`config.mk`:
```
export PLATFORM = sky130hd
export DESIGN_NAME = sat_counter
export DESIGN_NICKNAME = d
export VERILOG_FILES = /design/src/rtl/count_seq_checker_sat_counter.sv
export SDC_FILE = /design/constraint.sdc
export NUM_CORES = 1
export LEC_CHECK = 0
export ABC_CLOCK_PERIOD_IN_PS = 4000
export BUFFER_PORTS_ARGS = -buffer_cell sky130_fd_sc_hd__buf_2
export CAP_MARGIN = 20
export CORE_AREA = 3 3 40 42
export DETAILED_ROUTE_END_ITERATION = 8
export DIE_AREA = 0 0 43 45
export PLACE_DENSITY = 0.65
export RECOVER_POWER = 100
export SYNTH_ARGS = -nofsm -noshare
export SYNTH_HDL_FRONTEND = slang
export SYNTH_SLANG_ARGS = --single-unit
export TNS_END_PERCENT = 50
```
`constraint.sdc`:
```
create_clock -name clk -period 4 [get_ports clk]
set_clock_uncertainty 0.05 [all_clocks]
set_input_delay 0.8 -clock clk [delete_from_list [all_inputs] [get_ports clk]]
set_output_delay 0.8 -clock clk [all_outputs]
set_load 0.03 [all_outputs]
```
`src/rtl/count_seq_checker_sat_counter.sv`:
```
// sat_counter
//   W-bit up-counter that sticks at all-ones. clr has priority over inc.
//   Ports: clk, rst (async, active-high), inc, clr, count[W-1:0].
module sat_counter #(
  parameter int W = 8
) (
  input  logic         clk,
  input  logic         rst,
  input  logic         inc,
  input  logic         clr,
  output logic [W-1:0] count
);

  logic [W-1:0] count_q;
  logic [W-1:0] count_d;

  always_comb begin
    count_d = count_q;
    if (clr) begin
      count_d = '0;
    end else if (inc && (count_q != {W{1'b1}})) begin
      count_d = count_q + 1'b1;
    end
  end

  always_ff @(posedge clk or posedge rst) begin
    if (rst) begin
      count_q <= '0;
    end else begin
      count_q <= count_d;
    end
  end

  assign count = count_q;

endmodule

```
==> results_dict.tcl, run 1 <==
set metrics [dict create \
    cpPeakStageDelay_ns 0.44 \
    grt_max_degree 11 \
    critical_path_class "reg2out" \
    cts_root_buffer "clkbuf_4" \
    synth-seq-area-share_pct 39.7 \
    cts.sinks 8 \
    end_kind "primary output" \
    synth_cell_types 25 \
    areaGrowthSynthToFinish_pct 10.7 \
    crit_path_start_kind "flop" \
    p_per_area_mw_per_mm2 292 \
    worst_pin_slew_ns 0.421 \
    antenna_found_initial 0 \
    core_area_mm2 0.00128 \
    synth_area_um2 504 \
    dp_worst_setup_slack_ns 2.11 \
    synth_nets 54 \
    hpwl_um 747 \
    drt_iter0_drc 3 \
    min_period_ns 1.87 \
    drive_gt1_share_pct 14.8 \
    postCtsSetupBuffers 0 \
    drt-total-wl_um 964 \
    ioPinCount 12 \
    ys_seq_elements 8 \
    cts_resized 0 \
    cts_tree "yes" \
    cp_num_buf_inv 1 \
    numCtsBuffers 3 \
    portBuffers 11 \
    remaining_drc_errors 0 \
    cts-hold-fix-buffers 0 \
    tns_ns 0 \
    ys.warnings.count 0 \
    largest_reg_flops 8 \
    seqCellArea_um2 200 \
    clock_latency_ns 0.25 \
    yosys.area.top_type "dfrtp_1" \
    maxCapViolations 0 \
    synth_top_cell_area_share_pct 39.7 \
    finalWorstSetupSlack_ns 2.13 \
    setup_viol 0 \
    clk_pin_slew_worst_paths_ns 0.05 \
    drt-pass1-iter-count 2 \
    place.gp.congestion 0.857 \
    diodes 0 \
    dp_cells 73 \
    htree_num_levels 1 \
    outcome "finished, final reports clean" \
    worstPathArrival_ns 1.02 \
    dieArea_mm2 0.00194 \
    hold_violations 0 \
    clk_path_buf_depth 2 \
    placementRows 13 \
    hp-class "in2async" \
    nNetsFinal 68 \
    post_drt_wl_per_cell_um 12.7 \
    grt_pass1_wl_mm 1.57 \
    multiInputGateArea_um2 265 \
    start_util_pct 39.2 \
    fin_util_pct 43.4 \
    max_freq_ghz 0.533 \
    crit_slowest_cell "dfrtp_1" \
    ys_top_cells_by_area "dfrtp_1 40%, mux2_4 12%, nor2b_1 5.0%, a21oi_2 3.5%, nand2_1 3.0%" \
    grt_overflow 0 \
    syn_area_per_cell_um2 10.3 \
    ir_drop_mv 0.163 \
    maxSlewHeadroom_pct 71.7 \
    path_cells "clkbuf_1" \
    critPathMaxFanout 7 \
    critPathTopFamily "flip-flops" \
    vias_per_cell 5.20 \
    rsz0062_at_grt "false" \
    vias 395 \
    min_period_over_period_pct 46.9 \
    track_usage_pct 11.8 \
    grt_pass1_vias 334 \
    n_fill_cell 133 \
    die_h_um 45 \
    finalNonFillerCells 76 \
    synthCells 49 \
    power_leakage_nw 0.265 \
    drv_slew 0 \
    die-width_um 43 \
    ant_nets 0 \
    required_ns 3.15 \
]
==> placed cells by master (no fill, tap or decap) <==
master / netlist / final
clkbuf_1: 1 / 9
dfrtp_1: 8 / 8
nand2_1: 4 / 4
nor2b_1: 4 / 4
nor2_1: 4 / 4
mux2_4: 4 / 4
a21oi_1: 2 / 4
clkbuf_4: 0 / 3
nand4_1: 2 / 2
inv_1: 2 / 2
nand3_1: 2 / 2
buf_2: 0 / 2
and4_1: 1 / 1
and2b_1: 1 / 1
nand4b_1: 1 / 1
o211a_1: 1 / 1
nand2b_1: 1 / 1
o21bai_1: 1 / 1
o311a_1: 1 / 1
and3_1: 1 / 1
a21boi_0: 0 / 1
mux2i_1: 1 / 1
nor3_1: 1 / 1
a211oi_1: 0 / 1
ha_1: 1 / 1
==> synthesized netlist by cell type, drive strengths merged <==
| cell | n |
|---|---|
| nand3 | 2 |
| dfrtp | 8 |
| nor2b | 4 |
| nand2b | 1 |
| o21bai | 1 |
| a211oi | 1 |
| mux2i | 1 |
| ha | 1 |
| and2b | 1 |
| and3 | 1 |
| clkbuf | 1 |
| o311a | 1 |
| inv | 2 |
| nand4 | 2 |
| a21boi | 1 |
| a21oi | 4 |
| nand2 | 4 |
| nor2 | 4 |
| nand4b | 1 |
| mux2 | 4 |
| buf | 1 |
| and4 | 1 |
| o211a | 1 |
| nor3 | 1 |
==> worst paths after layout <==
kind / slack [ns] / start / endpoint / cells past startpoint
max: 2.13 / count[3]$_DFFE_PP0P_ / count[3] / 1
min: 0.44 / rst / count[3]$_DFFE_PP0P_ / 2
max reg2reg: 2.21 / count[0]$_DFFE_PP0P_ / count[0]$_DFFE_PP0P_ / 4
min reg2reg: 0.52 / count[1]$_DFFE_PP0P_ / count[1]$_DFFE_PP0P_ / 2
max in group asynchronous: 3.22 / rst / count[1]$_DFFE_PP0P_ / 2
min in group clk: 0.52 / count[1]$_DFFE_PP0P_ / count[1]$_DFFE_PP0P_ / 2
==> kinds of logic after synthesis <==
family / Yosys count / synth area share, %
simple gates: 22 / 23.8
flops: 8 / 39.7
buf+inv: 4 / 4.47
fa+ha+maj: 1 / 2.48
mux: 5 / 13.9
compound gates: 9 / 15.6
==> final cells by class <==
class	count	share of cell area (%)
Sequential cell	8	35.9
Tap cell	15	3.36
Clock buffer	3	4.04
Multi-Input combinational cell	37	47.5
Inverter	2	1.35
Timing Repair Buffer	11	7.85
==> power breakdown <==
part	leakage, nW	internal [mW]	switching [mW]
Sequential	0.110	0.0831	0.00241
Clock	0.0138	0.0342	0.0255
Combinational	0.141	0.00605	0.0120
==> metrics by stage <==
stage          total power, mW  area (um2)  hold WS, ns
3_5_place_dp             0.106         563        0.518
3_3_place_gp             0.105         563        0.518
6_report                 0.163         558        0.438
2_1_floorplan           0.0998         504        0.566
5_1_grt                  0.174         558        0.446
4_1_cts                  0.169         586        0.443
==> metal layers <==
metal  vias to the layer above  part of all wire (%)  GRT usage [%]
li1                        200                     -              -
met1                       185                    45           13.6
met2                        10                    47           17.1
met3                         0                   7.9           7.57
met4                         0                     0           5.42
met5                         -                     0              0
Power figures use the tool's default switching activity.
==> run 2: changes to the inputs <==
Settings changed: ABC_CLOCK_PERIOD_IN_PS 4000 to 1800.
Clock period 4 ns to 1.8 ns, I/O delays scaled along.
==> run 2 against run 1 <==
The run now ends with negative hold slack left. Power is 120% higher. Wire length is 0.83% higher. Flip-flop and latch count stayed put. Critical path depth is 3 higher. Combinational power is 110% higher. Sequential power is 120% higher. Die area stayed put. Cell area is 0.45% higher. Setup slack worse by 2.0 ns. Clock power is 130% higher. Largest cell class unchanged.
==> results_dict.tcl, run 2 (synthesis results as in run 1) <==
set metrics [dict create \
    design_area_um2 561 \
    cts_tree "yes" \
    critical_path_class "reg2reg" \
    ant_nets 0 \
    cts-hold-fix-buffers 0 \
    grt_max_degree 11 \
    clock_latency_ns 0.26 \
    cpPeakStageDelay_ns 0.42 \
    worstPathArrival_ns 1.76 \
    grt_overflow 0 \
    postCtsSetupBuffers 0 \
    ir_drop_mv 0.335 \
    drt-total-wl_um 972 \
    p_per_area_mw_per_mm2 654 \
    place_area_um2 563 \
    critPathMaxFanout 5 \
    core_area_mm2 0.00128 \
    whs_ns -0.00821 \
    vias_per_cell 5.34 \
    nNetsFinal 68 \
    r2r_cells 4 \
    remaining_drc_errors 0 \
    numCtsBuffers 3 \
    antenna_found_initial 0 \
    portBuffers 11 \
    max_freq_ghz 0.599 \
    dp_worst_setup_slack_ns 0.151 \
    tns_ns 0 \
    dieArea_mm2 0.00194 \
    outcome "finished with violations" \
    setup_viol 0 \
    power_leakage_nw 0.266 \
    clk_pin_slew_worst_paths_ns 0.06 \
    die_h_um 45 \
    path_cells "ha_1, and3_1, a211oi_2, mux2_2" \
    cp_num_buf_inv 0 \
    cts_resized 0 \
    die-width_um 43 \
    critPathTopFamily "flip-flops" \
    hold_violations 4 \
    min_period_ns 1.67 \
    placementRows 13 \
    worst_pin_slew_ns 0.368 \
    drv_slew 0 \
    diodes 0 \
    drive_gt1_share_pct 18.0 \
    rsz0062_at_grt "false" \
    start_util_pct 39.2 \
    crit_slowest_cell "dfrtp_1" \
    path_depth 4 \
    end_kind "flop" \
    areaGrowthSynthToFinish_pct 11.2 \
    place.gp.congestion 0.792 \
    drt_iter0_drc 5 \
    clk_path_buf_depth 2 \
    largest_reg_flops 8 \
    drt-pass1-iter-count 5 \
    min_period_over_period_pct 92.7 \
    htree_num_levels 1 \
    cts.sinks 8 \
    maxCapViolations 0 \
    cts_root_buffer "clkbuf_4" \
    grt_pass1_wl_mm 1.75 \
    final_cell_mix "8 x dfrtp_1, 8 x clkbuf_1" \
    ioPinCount 12 \
    post_drt_wl_per_cell_um 12.8 \
    crit_path_start_kind "flop" \
    track_usage_pct 12.4 \
    hp-class "in2async" \
    maxSlewHeadroom_pct 75.5 \
    vias 406 \
    grt_pass1_vias 382 \
    finalWorstSetupSlack_ns 0.132 \
    required_ns 1.90 \
    violations "negative hold slack" \
]
-- run 2: power breakdown --
| part | leakage (nW) | switching (mW) | total (mW) | internal, mW |
|---|---|---|---|---|
| sequential | 0.110 | 0.00528 | 0.190 | 0.184 |
| combinational | 0.142 | 0.0260 | 0.0383 | 0.0123 |
| clock | 0.0138 | 0.0625 | 0.139 | 0.0764 |
-- run 2: final cells by class --
class,instances,area [um2]
fillers,136,724
inverters,2,7.51
clock buffers,3,22.5
multi-input cells,37,267
flip-flops and latches,8,200
well taps,15,18.8
repair buffers,11,45.0
-- run 2: worst paths after layout --
check	to	slack (ns)	from
worst min register to register	count[1]$_DFFE_PP0P_	0.53	count[1]$_DFFE_PP0P_
max in group asynchronous	count[1]$_DFFE_PP0P_	1.45	rst
worst min-delay path	count[0]$_DFFE_PP0P_	-0.008	rst
worst max-delay path	count[5]$_DFFE_PP0P_	0.13	count[0]$_DFFE_PP0P_
min in group clk	count[2]$_DFFE_PP0P_	0.38	clr
worst max register to register	count[5]$_DFFE_PP0P_	0.13	count[0]$_DFFE_PP0P_
-- run 2: routing by layer --
layer	part of all wire [%]	vias to the layer above	global-route usage [%]
met2	44	13	18.6
met4	0.62	0	3.61
met5	0	-	0
li1	-	199	-
met3	8.5	2	6.37
met1	47	192	15.8
-- run 2: stage by stage --
step / utilization (%) / std cells / power (mW)
3_3_place_gp: 43.8 / 73 / 0.235
3_5_place_dp: 43.8 / 73 / 0.235
2_1_floorplan: - / 49 / 0.222
5_1_grt: 43.6 / 76 / 0.388
4_1_cts: 45.6 / 76 / 0.377
6_report: 43.6 / 76 / 0.367
==> run 3: changes to the inputs <==
Settings changed: ABC_CLOCK_PERIOD_IN_PS 1800 to 1300, PLACE_DENSITY 0.65 to 0.67.
Clock period 1.8 ns to 1.3 ns, I/O delays scaled along.
==> run 3 against run 2 <==
The run ends with negative setup slack left. Sequential share of layout area down 8.8 points. Hold slack better by 0.28 ns. Setup slack worse by 0.32 ns. Sequential power up 39%. Highest routed layer unchanged.
==> results_dict.tcl, run 3 (synthesis results as in run 1) <==
set metrics [dict create \
    startpoint "count[1]$_DFFE_PP0P_" \
    vias 471 \
    n_fill_cell 106 \
    r2r-start "count[1]$_DFFE_PP0P_" \
    drt_iter0_drc 13 \
    vias_per_cell 5.01 \
    setup_viol 6 \
    final_cell_mix "14 x buf_4, 11 x buf_2, 5 x dfrtp_2" \
    drt-total-wl_mm 1.15 \
    ant_nets 0 \
    worstPathArrival_ns 1.57 \
    clock_latency_ns 0.25 \
    grt_pass1_wl_mm 1.98 \
    critPathMaxFanout 3 \
    numCtsBuffers 3 \
    max_freq_ghz 0.673 \
    endpoint "count[5]$_DFFE_PP0P_" \
    place_area_um2 692 \
    portBuffers 11 \
    nNetsFinal 85 \
    violations "negative setup slack" \
    power.total_mw 0.553 \
    cts.sinks 8 \
    min_period_ns 1.49 \
    multiInputGateArea_um2 314 \
    drt-pass1-iter-count 4 \
    seqCellArea_um2 206 \
    outcome "finished with violations" \
    drv_slew 0 \
    grt_max_degree 11 \
    critical_path_class "reg2reg" \
    place.gp.congestion 0.769 \
    tns_ns -0.662 \
    start_util_pct 39.2 \
    die_h_um 45 \
    rsz0062_at_grt "true" \
    grt_overflow 0 \
    worst_pin_slew_ns 0.319 \
    required_ns 1.39 \
    r2r-end "count[5]$_DFFE_PP0P_" \
    maxSlewHeadroom_pct 78.7 \
    ioPinCount 12 \
    reg2reg_slack_ns -0.19 \
    htree_num_levels 1 \
    antenna_found_initial 0 \
    hold_violations 0 \
    ir_drop_mv 0.451 \
    finalWorstSetupSlack_ns -0.186 \
    fin_util_pct 59.6 \
    remaining_drc_errors 0 \
    track_usage_pct 13.7 \
    clk_path_buf_depth 2 \
    clk_pin_slew_worst_paths_ns 0.06 \
    core_area_mm2 0.00128 \
    grt_pass1_vias 501 \
    drive_gt1_share_pct 59.5 \
    hpwl_um 878 \
    power_leakage_nw 0.387 \
    post_drt_wl_per_cell_um 12.2 \
    hp-class "in2reg" \
    p_per_area_mw_per_mm2 722 \
    end_kind "flop" \
    maxCapViolations 0 \
    min_period_over_period_pct 114 \
    crit_path_start_kind "flop" \
    diodes 0 \
    largest_reg_flops 8 \
    cts_tree "yes" \
    cts_root_buffer "clkbuf_4" \
    r2r_cells 4 \
    placementRows 13 \
    design_area_um2 766 \
    areaGrowthSynthToFinish_pct 51.9 \
    dieArea_mm2 0.00194 \
    die-width_um 43 \
    dp_worst_setup_slack_ns -0.160 \
    layout_commonest_cell "buf_4" \
]
==> run 3: cell types whose count changed in the layout (fill, tap and decap cells not counted), sizes merged <==
cell / change
dlygate4sd3: +1
buf: +24
clkbuf: -7
==> run 3: through the flow <==
step                      hold slack, ns  std cells
after floorplan                   0.0253         49
after global routing               0.295         94
final                              0.274         94
after CTS                          0.264         92
after detailed placement           0.172         87
after global placement             0.173         87
==> run 3: layer usage <==
layer  vias to the layer above  part of all wire (%)  track usage, %
li1                        236                     -               -
met1                       224                    43            15.4
met2                         9                    51            24.0
met3                         2                   4.8            5.98
met4                         0                  0.79            3.61
met5                         -                     0               0
==> run 3: layout make-up <==
type	instances	area share (%)
Multi-Input combinational cell	37	41.0
Sequential cell	8	27.0
Timing Repair Buffer	28	25.2
Clock buffer	4	3.43
Tap cell	15	2.45
Inverter	2	0.980
==> run 3: worst min path at each step <==
stage | from | slack, ns | depth (start not counted) | to
floorplan | rst | 0.03 | 1 | count[2]$_DFFE_PP0P_
global placement | rst | 0.17 | 2 | count[6]$_DFFE_PP0P_
detailed placement | rst | 0.17 | 2 | count[6]$_DFFE_PP0P_
CTS | clr | 0.26 | 2 | count[2]$_DFFE_PP0P_
global route | clr | 0.30 | 2 | count[2]$_DFFE_PP0P_
finish | clr | 0.27 | 2 | count[2]$_DFFE_PP0P_
==> run 3: timing repair <==
action | CTS | global route
resized for setup | 0 | 6
pin swaps | 1 | 2
hold buffers | 1 | 0
buffers inserted | 0 | 2
endpoints found under the setup margin | 6 | 15
endpoints found under the hold margin | 8 | 0
==> run 3: power breakdown <==
group          switching, mW  internal, mW
sequential           0.00755         0.256
combinational         0.0447        0.0455
clock                 0.0813         0.117
==> run 3: worst max-delay path: stages, from the launching register on <==
cell,delay (ns)
dfrtp_2,0.43
ha_4,0.17
and3_4,0.19
a211oi_2,0.22
mux2_4,0.32
